## src/rtl/sauria_demo_pkg.sv

```systemverilog
// Shared definitions for the SAURIA demo controller: register map, channel
// state encoding and the Cheshire external-port sizing helper.
package sauria_demo_pkg;

    localparam int MaxChannels = 8;

    localparam logic [7:0] RegCtrl    = 8'h00;
    localparam logic [7:0] RegStatus  = 8'h04;
    localparam logic [7:0] RegIrqEn   = 8'h08;
    localparam logic [7:0] RegIrqPend = 8'h0C;
    localparam logic [7:0] RegTimeout = 8'h10;
    localparam logic [7:0] RegErr     = 8'h14;

    typedef enum logic [1:0] {
        CH_IDLE    = 2'd0,
        CH_RUN     = 2'd1,
        CH_DONE    = 2'd2,
        CH_TIMEOUT = 2'd3
    } chan_state_e;

    typedef struct packed {
        logic [31:0] AxiExtNumSlv;
        logic [31:0] RegExtNumSlv;
    } cheshire_ext_cfg_t;

    // One AXI slave window per accelerator instance plus a single register slave for this controller.
    function automatic cheshire_ext_cfg_t sauria_cheshire_cfg(input int unsigned num_channels);
        cheshire_ext_cfg_t cfg;
        cfg.AxiExtNumSlv = 32'(num_channels);
        cfg.RegExtNumSlv = 32'd1;
        return cfg;
    endfunction

endpackage

```

## src/rtl/sauria_demo_chan.sv

```systemverilog
// One accelerator channel: start/run/done/timeout sequencing with a
// saturating run-cycle counter used as the watchdog.
module sauria_demo_chan
    import sauria_demo_pkg::*;
#(
    parameter int TimeoutWidth = 24
) (
    input  logic                    clk,
    input  logic                    srst,
    input  logic                    start_req,
    input  logic                    done,
    input  logic                    irq_clear,
    input  logic [TimeoutWidth-1:0] timeout,
    output chan_state_e             state,
    output logic                    start_pulse,
    output logic                    set_pend,
    output logic                    collision
);

    chan_state_e             state_reg, state_next;
    logic [TimeoutWidth-1:0] count_reg, count_next;
    logic                    start_pulse_reg, start_pulse_next;
    logic [TimeoutWidth:0]   count_inc;

    // One extra bit so the all-ones counter can never alias a nonzero limit.
    assign count_inc = {1'b0, count_reg} + (TimeoutWidth + 1)'(1);

    always_comb begin
        state_next       = state_reg;
        count_next       = count_reg;
        start_pulse_next = 1'b0;
        case (state_reg)
            CH_IDLE: begin
                if (start_req) begin
                    state_next       = CH_RUN;
                    count_next       = '0;
                    start_pulse_next = 1'b1;
                end
            end
            CH_RUN: begin
                count_next = (&count_reg) ? count_reg : count_inc[TimeoutWidth-1:0];
                if (done) begin
                    state_next = CH_DONE;
                end else if ((|timeout) && (count_inc == {1'b0, timeout})) begin
                    state_next = CH_TIMEOUT;
                end
            end
            default: begin
                if (irq_clear) begin
                    state_next = CH_IDLE;
                end
            end
        endcase
    end

    always_ff @(posedge clk) begin
        if (srst) begin
            state_reg       <= CH_IDLE;
            count_reg       <= '0;
            start_pulse_reg <= 1'b0;
        end else begin
            state_reg       <= state_next;
            count_reg       <= count_next;
            start_pulse_reg <= start_pulse_next;
        end
    end

    assign state       = state_reg;
    assign start_pulse = start_pulse_reg;
    assign set_pend    = (state_reg == CH_RUN) && (state_next != CH_RUN);
    assign collision   = start_req && (state_reg != CH_IDLE);

endmodule

```

## src/rtl/sauria_demo_ctrl.sv

```systemverilog
// Register-mapped controller for up to eight SAURIA instances: zero-wait
// register port, per-channel start/done/timeout tracking and interrupts.
module sauria_demo_ctrl
    import sauria_demo_pkg::*;
#(
    parameter int NumChannels  = 2,
    parameter int AddrWidth    = 8,
    parameter int TimeoutWidth = 24
) (
    input  logic                   clk_i,
    input  logic                   rst_i,
    input  logic                   reg_req_valid_i,
    input  logic                   reg_req_write_i,
    input  logic [AddrWidth-1:0]   reg_req_addr_i,
    input  logic [31:0]            reg_req_wdata_i,
    output logic                   reg_rsp_ready_o,
    output logic [31:0]            reg_rsp_rdata_o,
    output logic                   reg_rsp_error_o,
    output logic [NumChannels-1:0] acc_start_o,
    input  logic [NumChannels-1:0] acc_done_i,
    output logic [NumChannels-1:0] irq_o,
    output logic                   irq_any_o
);

    logic sel_ctrl, sel_status, sel_irq_en, sel_pend, sel_timeout, sel_err;
    logic wr_en, wr_ctrl, wr_irq_en, wr_pend, wr_timeout, wr_err;

    assign sel_ctrl    = reg_req_addr_i == AddrWidth'(RegCtrl);
    assign sel_status  = reg_req_addr_i == AddrWidth'(RegStatus);
    assign sel_irq_en  = reg_req_addr_i == AddrWidth'(RegIrqEn);
    assign sel_pend    = reg_req_addr_i == AddrWidth'(RegIrqPend);
    assign sel_timeout = reg_req_addr_i == AddrWidth'(RegTimeout);
    assign sel_err     = reg_req_addr_i == AddrWidth'(RegErr);

    assign wr_en      = reg_req_valid_i & reg_req_write_i;
    assign wr_ctrl    = wr_en & sel_ctrl;
    assign wr_irq_en  = wr_en & sel_irq_en;
    assign wr_pend    = wr_en & sel_pend;
    assign wr_timeout = wr_en & sel_timeout;
    assign wr_err     = wr_en & sel_err;

    logic [NumChannels-1:0]  irq_en_reg, irq_pend_reg, irq_pend_next, err_reg, err_next, irq_reg;
    logic [TimeoutWidth-1:0] timeout_reg;
    logic [NumChannels-1:0]  start_req, irq_clear, start_pulse, set_pend, collision;
    chan_state_e             chan_state [NumChannels];
    logic [31:0]             status_word;
    logic                    unused_wdata;

    // Only the low bits of write data are ever stored; the rest are ignored by design.
    assign unused_wdata = ^reg_req_wdata_i;

    assign status_word[31:2*NumChannels] = '0;

    for (genvar gi = 0; gi < NumChannels; gi++) begin : g_chan
        assign start_req[gi] = wr_ctrl & reg_req_wdata_i[gi];
        assign irq_clear[gi] = wr_pend & reg_req_wdata_i[gi];

        sauria_demo_chan #(
            .TimeoutWidth(TimeoutWidth)
        ) u_chan (
            .clk        (clk_i),
            .srst       (rst_i),
            .start_req  (start_req[gi]),
            .done       (acc_done_i[gi]),
            .irq_clear  (irq_clear[gi]),
            .timeout    (timeout_reg),
            .state      (chan_state[gi]),
            .start_pulse(start_pulse[gi]),
            .set_pend   (set_pend[gi]),
            .collision  (collision[gi])
        );

        assign status_word[2*gi+1:2*gi] = chan_state[gi];
    end

    // A new event in the same cycle as a clear keeps the bit set.
    assign irq_pend_next = (irq_pend_reg & ~irq_clear) | set_pend;
    assign err_next      = (err_reg & ~({NumChannels{wr_err}} & reg_req_wdata_i[NumChannels-1:0])) | collision;

    always_ff @(posedge clk_i) begin
        if (rst_i) begin
            irq_en_reg   <= '0;
            irq_pend_reg <= '0;
            err_reg      <= '0;
            irq_reg      <= '0;
            timeout_reg  <= '0;
        end else begin
            if (wr_irq_en) begin
                irq_en_reg <= reg_req_wdata_i[NumChannels-1:0];
            end
            if (wr_timeout) begin
                timeout_reg <= reg_req_wdata_i[TimeoutWidth-1:0];
            end
            irq_pend_reg <= irq_pend_next;
            err_reg      <= err_next;
            irq_reg      <= irq_pend_reg & irq_en_reg;
        end
    end

    logic [31:0] rd_data;
    logic        rd_hit;

    always_comb begin
        rd_data         = '0;
        rd_hit          = 1'b1;
        reg_rsp_rdata_o = '0;
        reg_rsp_error_o = 1'b0;
        if (sel_ctrl) begin
            rd_data = '0;
        end else if (sel_status) begin
            rd_data = status_word;
        end else if (sel_irq_en) begin
            rd_data = 32'(irq_en_reg);
        end else if (sel_pend) begin
            rd_data = 32'(irq_pend_reg);
        end else if (sel_timeout) begin
            rd_data = 32'(timeout_reg);
        end else if (sel_err) begin
            rd_data = 32'(err_reg);
        end else begin
            rd_hit = 1'b0;
        end
        if (reg_req_valid_i) begin
            if (!rd_hit || (reg_req_write_i && sel_status)) begin
                reg_rsp_error_o = 1'b1;
            end else if (!reg_req_write_i) begin
                reg_rsp_rdata_o = rd_data;
            end
        end
    end

    assign reg_rsp_ready_o = reg_req_valid_i;
    assign acc_start_o     = start_pulse;
    assign irq_o           = irq_reg;
    assign irq_any_o       = |irq_reg;

endmodule
```

## config.mk

```make
export PLATFORM = sky130hd
export DESIGN_NAME = sauria_demo_ctrl
export DESIGN_NICKNAME = d
export VERILOG_FILES = /design/src/rtl/sauria_demo_pkg.sv /design/src/rtl/sauria_demo_chan.sv /design/src/rtl/sauria_demo_ctrl.sv
export SDC_FILE = /design/constraint.sdc
export NUM_CORES = 1
export LEC_CHECK = 0
export CAP_MARGIN = 10
export CELL_PAD_IN_SITES_DETAIL_PLACEMENT = 0
export CELL_PAD_IN_SITES_GLOBAL_PLACEMENT = 2
export CORE_MARGIN = 2
export CORE_UTILIZATION = 32
export CTS_BUF_LIST = sky130_fd_sc_hd__clkbuf_16
export CTS_CLUSTER_SIZE = 40
export DETAILED_ROUTE_END_ITERATION = 10
export MAX_ROUTING_LAYER = met4
export PLACE_DENSITY = 0.91
export SLEW_MARGIN = 20
export SYNTH_ARGS = -nofsm -noshare
export SYNTH_HDL_FRONTEND = slang
export SYNTH_SLANG_ARGS = --single-unit
```

## constraint.sdc

```tcl
create_clock -name clk_i -period 5.86 [get_ports clk_i]
set_input_delay 1.465 -clock clk_i [delete_from_list [all_inputs] [get_ports clk_i]]
set_output_delay 1.465 -clock clk_i [all_outputs]
set_load 0.01 [all_outputs]
```

==> flow_summary.yaml <==
synth:
  synth_top_area_cell: "dfxtp_1"
  synthArstFlopShare_pct: 0
  synth-edff-count: 0
  syn_area_sq_um: 5800
  syn_avg_cell_area_sq_um: 7.23
  synthCells: 802
  ys_types: 61
  synth_warnings: 0
  yosys.area.top_type_share_pct: 29.7
  netlist_top_cells_area: "dfxtp_1, a21oi_1, xnor2_1"
  yosys-top-cells-count: "nand2_1, dfxtp_1, a21oi_1"
  ys_seq_elements: 86
  synth_most_common_cell: "nand2_1"
  synthFlopType: "dfxtp_1"
  ys_seq_area_share_pct: 29.7
grt:
  grt_overflow: 0
  grt_max_degree: 87
  antenna_found_initial: 0
  first_global_vias: 5395
  grt_usage_pct: 20.3
  grt_pass1_wl_mm: 30.5
layout:
  drive_gt1_share_pct: 5.31
  fin_nets: 873
  fin_cells: 1059
  fin_util_pct: 38.3
  largest_reg_flops: 48
  syn_to_final_growth_pct: 17.7
  n_fill_cell: 1869
  fin_area_sq_um: 6830
clock_network:
  root_buffer: "clkbuf_16"
  cts_hold_buf: 0
  clk_latency_ps: 360
  cts_tree: "built"
  cts.repair.resized: 0
  postCtsSetupBuffers: 0
  cts.sinks: 86
  cts_max_level: 3
  cts.reportedPaths.clkPinSlew_ps: 70
  clock_path_buffers: 2
  cts_buffers: 9
worst_setup_path:
  crit_family: "simple AND/OR/NAND/NOR gates"
  start_kind: "input port"
  critPathMaxStageDelay_ps: 600
  worstPathCellList: "clkdlybuf4s50_1 > or4_1 > nor3_1 > nand2_1 > nor2_1 > buf_4 > and2_1 > clkdlybuf4s50_1"
  rr_startpoint: "g_chan[0].u_chan.count_reg[0]"
  worstRegToRegCells: 9
  reg2reg_slack_ps: 2500
  worstPathRequired_ps: 4390
  criticalPathCategory: "in2out"
  crit-reg2reg-capture: "g_chan[0].u_chan.count_reg[22]"
  arrival_ps: 4130
  crit_top_cell: "clkdlybuf4s50_1"
  crit_slowest_cell: "or4_1"
  path_max_fanout: 13
  cp-end-kind: "output pin"
  worst-path-buf-inv: 3
timing:
  slew_violations: 0
  fin_ws_ps: 266
  rsz0062_at_grt: "no"
  clock_skew_ps: 12.1
  setup_viol_count_final: 0
  finalSetupTns_ps: 0
  slew_headroom_pct: 37.3
  max_freq_mhz: 179
  whs_ps: 438
  worstMarginPinSlew_ps: 941
  period_minus_slack_ps: 5590
  hold_viol: 0
  timing.final.crit_share_pct: 95.5
place:
  gp_congestion: 0.837
  dp.cells: 1043
  pre_cts_ws_ps: 291
  port_buffers: 68
  hpwlAfterDp_mm: 13.3
  placed_cell_area_sq_um: 6530
detailed_routing:
  finalWirelength_mm: 18.7
  drtPass1Iterations: 5
  wl_per_cell_um: 17.6
  via_count: 5782
  detail-route-antenna-nets: 0
  viasPerCell: 5.46
  drc: 0
  initialDrtViolationCount: 451
power_and_ir_drop:
  p_per_area_nw_per_um2: 179
  peakVddDrop_uv: 134
  leakagePower_nw: 2.26
  finalPower_mw: 1.22
floorplan:
  initial_utilization_pct: 32.5
  die_y_um: 139
  die_area_sq_um: 19200
  rows: 49
  io_pins: 85
  core_sq_um: 17800
  die_x_um: 139
outcome:
  status: "finished clean"
worst_hold_path:
  min_path_type: "reg2reg"
  holdPathEnd: "irq_o[0]"
  min_from: "irq_en_reg[0]"
  min_path_cells: 2
job:
  max_cap_violations: 0
layout by cell type, fill, tap and decap left out, types with 4 or more instances in the layout:
cell type / synthesis / final
a211oi_1: 6 / 6
a21oi_1: 84 / 84
a22oi_1: 7 / 7
a311oi_1: 5 / 5
a31o_2: 4 / 4
a31oi_1: 10 / 10
and2_1: 33 / 33
and3_1: 11 / 11
and4_1: 8 / 8
buf_4: 11 / 9
clkbuf_16: 0 / 9
clkdlybuf4s50_1: 0 / 67
conb_1: 1 / 8
dfxtp_1: 86 / 86
inv_1: 5 / 7
nand2_1: 94 / 94
nand2b_1: 8 / 8
nand3_1: 28 / 28
nand3b_1: 8 / 8
nand4_1: 17 / 17
nor2_1: 75 / 75
nor2b_1: 10 / 10
nor3_1: 21 / 21
nor4_1: 18 / 18
o211ai_1: 5 / 5
o21ai_0: 51 / 51
or3_1: 14 / 14
or4_1: 7 / 7
xnor2_1: 41 / 41
xor2_1: 23 / 23
power by group:
group          internal (mW)  switching, mW
sequential             0.584       0.000369
clock                  0.328          0.258
combinational         0.0275         0.0266
total                  0.940          0.285
cell families (layout without fill, tap and decap cells):
logic type,Yosys count,count (layout),synth area share (%)
other cells,1,9,0.0647
fa+ha+maj,2,2,0.432
xor+xnor,64,64,9.67
flops,86,86,29.7
compound gates,195,195,19.7
mux,6,6,1.10
simple gates,371,371,33.4
buf+inv,77,97,5.91
final cells by class:
cell class	count	area [sq um]	area share (%)
Tap cell	229	287	4.20
Clock buffer	9	225	3.30
Clock inverter	6	63.8	0.935
Inverter	5	18.8	0.275
Timing Repair Buffer	77	743	10.9
Multi-Input combinational cell	646	3760	55.1
Sequential cell	86	1720	25.2
Antenna cell	1	2.50	0.0367
worst max-delay path by stage:
stage	depth (start not counted)	end	slack, ps	start
floorplan	6	reg_rsp_rdata_o[13]	1260	reg_req_addr_i[7]
global placement	8	reg_rsp_rdata_o[12]	300	reg_req_addr_i[7]
detailed placement	8	reg_rsp_rdata_o[12]	290	reg_req_addr_i[7]
CTS	8	reg_rsp_rdata_o[12]	280	reg_req_addr_i[7]
global route	8	reg_rsp_rdata_o[17]	140	reg_req_addr_i[7]
finish	8	reg_rsp_rdata_o[12]	270	reg_req_addr_i[7]
worst min-delay path, cell delays in order, from the launching register on:
cell and delay, ps:
dfxtp_1 320, nand2_1 60, nor2_1 30
routing by layer:
metal  vias up  wire, um  global-route usage [%]
li1       2887         -                       -
met1      2745      8840                    27.7
met2       135      8750                    31.4
met3        15       877                    3.49
met4         0       200                    5.05
met5         -         0                       -
Power figures use the tool's default switching activity.
